$ cat src/rtl/pipe_hazard_ctrl_pkg.sv
// Shared types and defaults for the pipeline hazard controller.
// A slot describes one in-flight instruction at a position after ID.
package pipe_hazard_ctrl_pkg;

    localparam int REG_AW           = 5;
    localparam int FWD_RF           = 0;
    localparam int DEPTH_DEF        = 3;
    localparam int LOAD_READY_DEF   = 3;
    localparam int FLUSH_CYCLES_DEF = 2;
    localparam int ALU_READY        = 2;

    typedef struct packed {
        logic              valid;
        logic [REG_AW-1:0] rd;
        logic              wr;
        logic              load;
    } slot_t;

    localparam slot_t SLOT_BUBBLE = '0;

endpackage

$ cat src/rtl/pipe_hazard_ctrl_scoreboard.sv
// In-flight instruction scoreboard: shifts one position per cycle and
// resolves each ID source to a forward select or a hazard.
module hazard_scoreboard
    import pipe_hazard_ctrl_pkg::*;
#(
    parameter int DEPTH      = DEPTH_DEF,
    parameter int LOAD_READY = LOAD_READY_DEF,
    parameter int FW         = $clog2(DEPTH + 1)
) (
    input  logic              clk,
    input  logic              rst,
    input  slot_t             slot_in_i,
    input  logic [REG_AW-1:0] rs1_i,
    input  logic [REG_AW-1:0] rs2_i,
    input  logic              use_rs1_i,
    input  logic              use_rs2_i,
    output logic              hazard_a_o,
    output logic              hazard_b_o,
    output logic [FW-1:0]     sel_a_o,
    output logic [FW-1:0]     sel_b_o
);

    slot_t             slot_q [1:DEPTH];
    logic [REG_AW-1:0] src;
    logic              use_src;
    int                ready;
    logic [FW-1:0]     sel [2];
    logic              haz [2];

    // NOTE: every slot is reset, not only the valid bit: this is control
    // state that must read as bubbles the instant reset is applied.
    always_ff @(posedge clk or posedge rst) begin
        if (rst) begin
            for (int p = 1; p <= DEPTH; p++) slot_q[p] <= SLOT_BUBBLE;
        end else begin
            // NOTE: non-blocking so each slot takes its neighbour's old value.
            slot_q[1] <= slot_in_i;
            for (int p = 2; p <= DEPTH; p++) slot_q[p] <= slot_q[p-1];
        end
    end

    // Oldest-to-youngest scan: the last (smallest p) match overrides.
    always_comb begin
        // NOTE: defaults first so no path leaves a variable unassigned (no latch).
        src     = '0;
        use_src = 1'b0;
        ready   = ALU_READY;
        for (int s = 0; s < 2; s++) begin
            src     = (s == 0) ? rs1_i : rs2_i;
            use_src = (s == 0) ? use_rs1_i : use_rs2_i;
            sel[s]  = FW'(FWD_RF);
            haz[s]  = 1'b0;
            for (int p = DEPTH; p >= 1; p--) begin
                if (slot_q[p].valid && slot_q[p].wr && slot_q[p].rd == src
                    && use_src && src != '0) begin
                    ready = slot_q[p].load ? LOAD_READY : ALU_READY;
                    if (p + 1 > DEPTH) begin
                        sel[s] = FW'(FWD_RF);
                        haz[s] = 1'b0;
                    end else if (p + 1 >= ready) begin
                        sel[s] = FW'(p + 1);
                        haz[s] = 1'b0;
                    end else begin
                        sel[s] = FW'(FWD_RF);
                        haz[s] = 1'b1;
                    end
                end
            end
        end
    end

    assign hazard_a_o = haz[0];
    assign hazard_b_o = haz[1];
    assign sel_a_o    = sel[0];
    assign sel_b_o    = sel[1];

endmodule

$ cat src/rtl/pipe_hazard_ctrl.sv
// Pipeline hazard controller: load-use stall, redirect flush window,
// registered EX forward selects and a saturating stall counter.
module pipe_hazard_ctrl
    import pipe_hazard_ctrl_pkg::*;
#(
    parameter int DEPTH        = DEPTH_DEF,
    parameter int LOAD_READY   = LOAD_READY_DEF,
    parameter int FLUSH_CYCLES = FLUSH_CYCLES_DEF,
    parameter int FW           = $clog2(DEPTH + 1)
) (
    input  logic              clk,
    input  logic              rst,
    input  logic              id_valid,
    input  logic [REG_AW-1:0] id_rs1,
    input  logic [REG_AW-1:0] id_rs2,
    input  logic              id_use_rs1,
    input  logic              id_use_rs2,
    input  logic [REG_AW-1:0] id_rd,
    input  logic              id_regwrite,
    input  logic              id_is_load,
    input  logic              ex_redirect,
    output logic              stall,
    output logic              kill,
    output logic              flush_ifid,
    output logic              ex_valid,
    output logic [FW-1:0]     ex_fwd_a,
    output logic [FW-1:0]     ex_fwd_b,
    output logic [31:0]       stall_count
);

    logic [2:0]    flush_cnt_q, flush_cnt_d;
    logic [31:0]   stall_count_q, stall_count_d;
    logic          ex_valid_q, ex_valid_d;
    logic [FW-1:0] ex_fwd_a_q, ex_fwd_a_d;
    logic [FW-1:0] ex_fwd_b_q, ex_fwd_b_d;
    logic          issue;
    logic          haz_a, haz_b;
    logic [FW-1:0] sel_a, sel_b;
    slot_t         slot_in;

    hazard_scoreboard #(
        .DEPTH      (DEPTH),
        .LOAD_READY (LOAD_READY),
        .FW         (FW)
    ) u_scoreboard (
        .clk        (clk),
        .rst        (rst),
        .slot_in_i  (slot_in),
        .rs1_i      (id_rs1),
        .rs2_i      (id_rs2),
        .use_rs1_i  (id_use_rs1),
        .use_rs2_i  (id_use_rs2),
        .hazard_a_o (haz_a),
        .hazard_b_o (haz_b),
        .sel_a_o    (sel_a),
        .sel_b_o    (sel_b)
    );

    // A redirect or open flush window outranks any data hazard.
    assign flush_ifid = ex_redirect;
    assign stall      = id_valid && !ex_redirect && (flush_cnt_q == '0) && (haz_a || haz_b);
    assign kill       = stall || ex_redirect || (flush_cnt_q != '0);
    assign issue      = id_valid && !kill;

    always_comb begin
        slot_in = SLOT_BUBBLE;
        if (issue) begin
            slot_in = '{valid: 1'b1, rd: id_rd,
                        wr: id_regwrite && (id_rd != '0), load: id_is_load};
        end

        if (ex_redirect)             flush_cnt_d = 3'(FLUSH_CYCLES - 1);
        else if (flush_cnt_q != '0)  flush_cnt_d = flush_cnt_q - 3'd1;
        else                         flush_cnt_d = flush_cnt_q;

        stall_count_d = stall_count_q;
        if (stall && stall_count_q != '1) stall_count_d = stall_count_q + 32'd1;

        ex_valid_d = issue;
        ex_fwd_a_d = issue ? sel_a : FW'(FWD_RF);
        ex_fwd_b_d = issue ? sel_b : FW'(FWD_RF);
    end

    always_ff @(posedge clk or posedge rst) begin
        if (rst) begin
            flush_cnt_q   <= '0;
            stall_count_q <= '0;
            ex_valid_q    <= 1'b0;
            ex_fwd_a_q    <= '0;
            ex_fwd_b_q    <= '0;
        end else begin
            flush_cnt_q   <= flush_cnt_d;
            stall_count_q <= stall_count_d;
            ex_valid_q    <= ex_valid_d;
            ex_fwd_a_q    <= ex_fwd_a_d;
            ex_fwd_b_q    <= ex_fwd_b_d;
        end
    end

    assign ex_valid    = ex_valid_q;
    assign ex_fwd_a    = ex_fwd_a_q;
    assign ex_fwd_b    = ex_fwd_b_q;
    assign stall_count = stall_count_q;

endmodule

$ cat config.mk
export PLATFORM = sky130hd
export DESIGN_NAME = pipe_hazard_ctrl
export DESIGN_NICKNAME = d
export VERILOG_FILES = /design/src/rtl/pipe_hazard_ctrl_pkg.sv /design/src/rtl/pipe_hazard_ctrl_scoreboard.sv /design/src/rtl/pipe_hazard_ctrl.sv
export SDC_FILE = /design/constraint.sdc
export NUM_CORES = 1
export LEC_CHECK = 0
export CAP_MARGIN = 0
export CORE_MARGIN = 5
export CORE_UTILIZATION = 45
export CTS_BUF_LIST = sky130_fd_sc_hd__clkbuf_4
export CTS_CLUSTER_DIAMETER = 50
export DETAILED_ROUTE_END_ITERATION = 12
export MAX_ROUTING_LAYER = met4
export PLACE_DENSITY = 0.74
export SYNTH_ARGS = -nofsm -noshare
export SYNTH_HDL_FRONTEND = slang
export SYNTH_SLANG_ARGS = --single-unit
$ cat constraint.sdc
create_clock -name clk -period 3.9 [get_ports clk]
set_input_delay 0.39 -clock clk [delete_from_list [all_inputs] [get_ports clk]]
set_output_delay 0.39 -clock clk [all_outputs]
set_load 0.005 [all_outputs]
==> flow_summary.toml <==
[worst_setup_path]
cpMostUsedCell = "clkdlybuf4s50_1"
cpPeakStageDelay_ns = 0.63
cp.required_ns = 3.51
crit_arrival_ns = 2.63
worstRegToRegCells = 8
startpoint_type = "input pin"
reg2reg_to = "stall_count[4]"
r2r_start = "stall_count[0]"
regToRegSetupSlack_ns = 1.40
endpoint_kind = "output port"
path_delay_family = "buffers and inverters"
cp_max_fo = 6
path_class = "in2out"
slowest_stage = "nor4_2"
path_cells = "clkdlybuf4s50_1, xnor2_1, nand4_1, nor4_2, o21ai_1, nand2_1, clkdlybuf4s50_1"
cp.buffers_inverters = 2

[sta]
timing.slew.headroom_pct = 28.3
clock_skew_ns = 0.0122
worstMarginPinSlew_ns = 1.07
max_freq_ghz = 0.331
tns_ns = 0
hold_violations = 0
fin_crit_sh_pct = 77.5
layout_min_cycle_time_ns = 3.02
rsz0062_at_grt = "no"
setup_viol = 0
drv_slew = 0
layout_setup_ws_ns = 0.879

[place]
gp_congestion = 0.783
port-buffer-count = 62
dp_cells = 373
pre_cts_ws_ns = 0.839
hpwl_um = 4130

[clock_network]
cts_tree = "yes"
hold_buffers = 0
ctsRootBufferMaster = "clkbuf_4"
post_cts_resize_count = 0
cts_buffers = 5
cts_setup_buffers = 0
cts.sinks = 54
htree_levels = 2
clk_path_buf_depth = 2
clk_pin_slew_ns = 0.14
clk-insertion-delay-late_ns = 0.37

[synthesis]
yosysWarnings = 0
ys_ff_latch = 54
seq_area_frac_synth_pct = 51.9
syn_area_um2 = 2600
netlist_instances = 241
synthDistinctLibCells = 34
synth_nets = 267
syn_area_per_cell_um2 = 10.8

[route]
wl_um = 5370
wire_per_inst_um = 14.1
via_count = 1911
ant_nets = 0
drtIter0Drc = 76
vias_per_cell = 5.02
dr.pass1.iters = 4
drc_errors = 0

[final_layout]
antennaDiodeCount = 0
layout_commonest_cell = "clkdlybuf4s50_1"
stdcell_count = 381
nets = 334
fin_util_pct = 60.2
drive_above_1_share_pct = 6.47
synthToLayoutAreaGrowth_pct = 28.8
layout_common_cells = "62 x clkdlybuf4s50_1, 54 x dfrtp_1, 27 x nor2_1"

[worst_hold_path]
whs_endpoint = "u_scoreboard.slot_q[9]"
min_from = "u_scoreboard.slot_q[17]"
whs_path_depth = 0
hold_path.class = "reg2reg"

[power]
irDropWorstVdd_uv = 152
powerDensity_nw_per_um2 = 297
power_w = 0.000996
p_leak_nw = 1.47

[global_route]
overflow = 0
grt_max_degree = 55
grt_antenna_before_repair = 0
grt_pass1_wl_um = 9250
globalRouteTotalUtil_pct = 16.0
grt_pass1_vias = 2015

[floorplan]
start_util_pct = 46.7
dieWidth_um = 86.1
die_h_um = 86.1
die-area_um2 = 7410
core_area_um2 = 5570
ioPinCount = 63
row_count = 27

[run_status]
status = "complete, no violations"

[run]
drv_cap = 0
-- synth_stat cells (all sizes together) --
master   number  area (um^2)
dfrtp        54         1350
nor2         27          101
xor2         26          228
xnor2        25          219
nand4        14         87.6
nand2        13         48.8
inv          11         41.3
nand3        11         55.1
nor3         11         80.1
and2          7         43.8
nor4          6         50.0
or4           6         45.0
o21ai         5         25.0
nand2b        4         25.0
buf           3         26.3
ha            3         37.5
and3          2         12.5
mux2          2         22.5
nor2b         2         12.5
a211oi        1         7.51
and4          1         8.76
mux2i         1         10.0
nand3b        1         7.51
nor3b         1         7.51
nor4b         1         15.0
o2111ai       1         8.76
o211ai        1         21.3
or3           1         6.26
-- power by group --
| part | leakage (nW) | total [W] | internal, W | switching [W] |
|---|---|---|---|---|
| combinational | 0.715 | 0.000145 | 0.0000762 | 0.0000692 |
| clock | 0.0337 | 0.000247 | 0.0000785 | 0.000168 |
| sequential | 0.722 | 0.000604 | 0.000585 | 0.0000192 |
-- worst register-to-register path: cells and delay by family, from the launching register on --
| family | cells | cell delay [ns] |
|---|---|---|
| buffers and inverters | 1 | 0.26 |
| and+or+nand+nor | 4 | 0.98 |
| AOI/OAI and AO/OA | 1 | 0.38 |
| xor gates and xnor gates | 1 | 0.15 |
| DFF | 1 | 0.45 |
| adders and majority gates | 1 | 0.19 |
-- how the worst max path moves through the flow --
stage	start	endpoint	slack, ns	depth (start not counted)
2_1_floorplan	id_rs2[1]	stall_count[4]	1.90	7
3_3_place_gp	id_rs2[1]	kill	0.88	7
3_5_place_dp	id_rs2[1]	kill	0.84	7
4_1_cts	id_rs2[3]	kill	0.85	7
5_1_grt	id_rs2[3]	kill	0.72	7
6_report	id_rs2[3]	kill	0.88	7
-- stage by stage --
step / hold slack (ns) / cell area, um^2
after floorplan: 0.354 / 2610
after global placement: 0.357 / 3300
after detailed placement: 0.360 / 3300
after CTS: 0.392 / 3350
after global routing: 0.399 / 3350
final: 0.391 / 3350
-- layout make-up --
type                       instances  area, um^2
fill                             513        2220
sequential                        54        1350
multi-input combinational        173        1190
timing repair buffer              63         628
tap                               72        90.1
clock buffer                       6        45.0
inverter                          11        41.3
clock inverter                     2        12.5
-- registers in the layout (all words and copies together) (netlist names) --
signal / flops
flush_cnt_q: 3
ex_fwd_b: 2
stall_count: 32
u_scoreboard.slot_q: 14
ex_fwd_a: 2
ex_valid: 1
-- routing by layer --
| layer | global-route usage (%) | vias up | wire, um |
|---|---|---|---|
| met4 | 5.04 | 0 | 87 |
| li1 | - | 955 | - |
| met1 | 20.9 | 904 | 2470 |
| met5 | - | - | 0 |
| met2 | 25.0 | 44 | 2560 |
| met3 | 3.27 | 8 | 247 |
-- logic make-up after synthesis --
family,count (synthesis),synth area share [%]
buf+inv,14,2.59
mux,3,1.25
flops,54,51.9
compound gates,8,2.40
xor+xnor,51,17.1
fa+ha+maj,3,1.44
simple gates,108,23.3
Power figures use the tool's default switching activity.
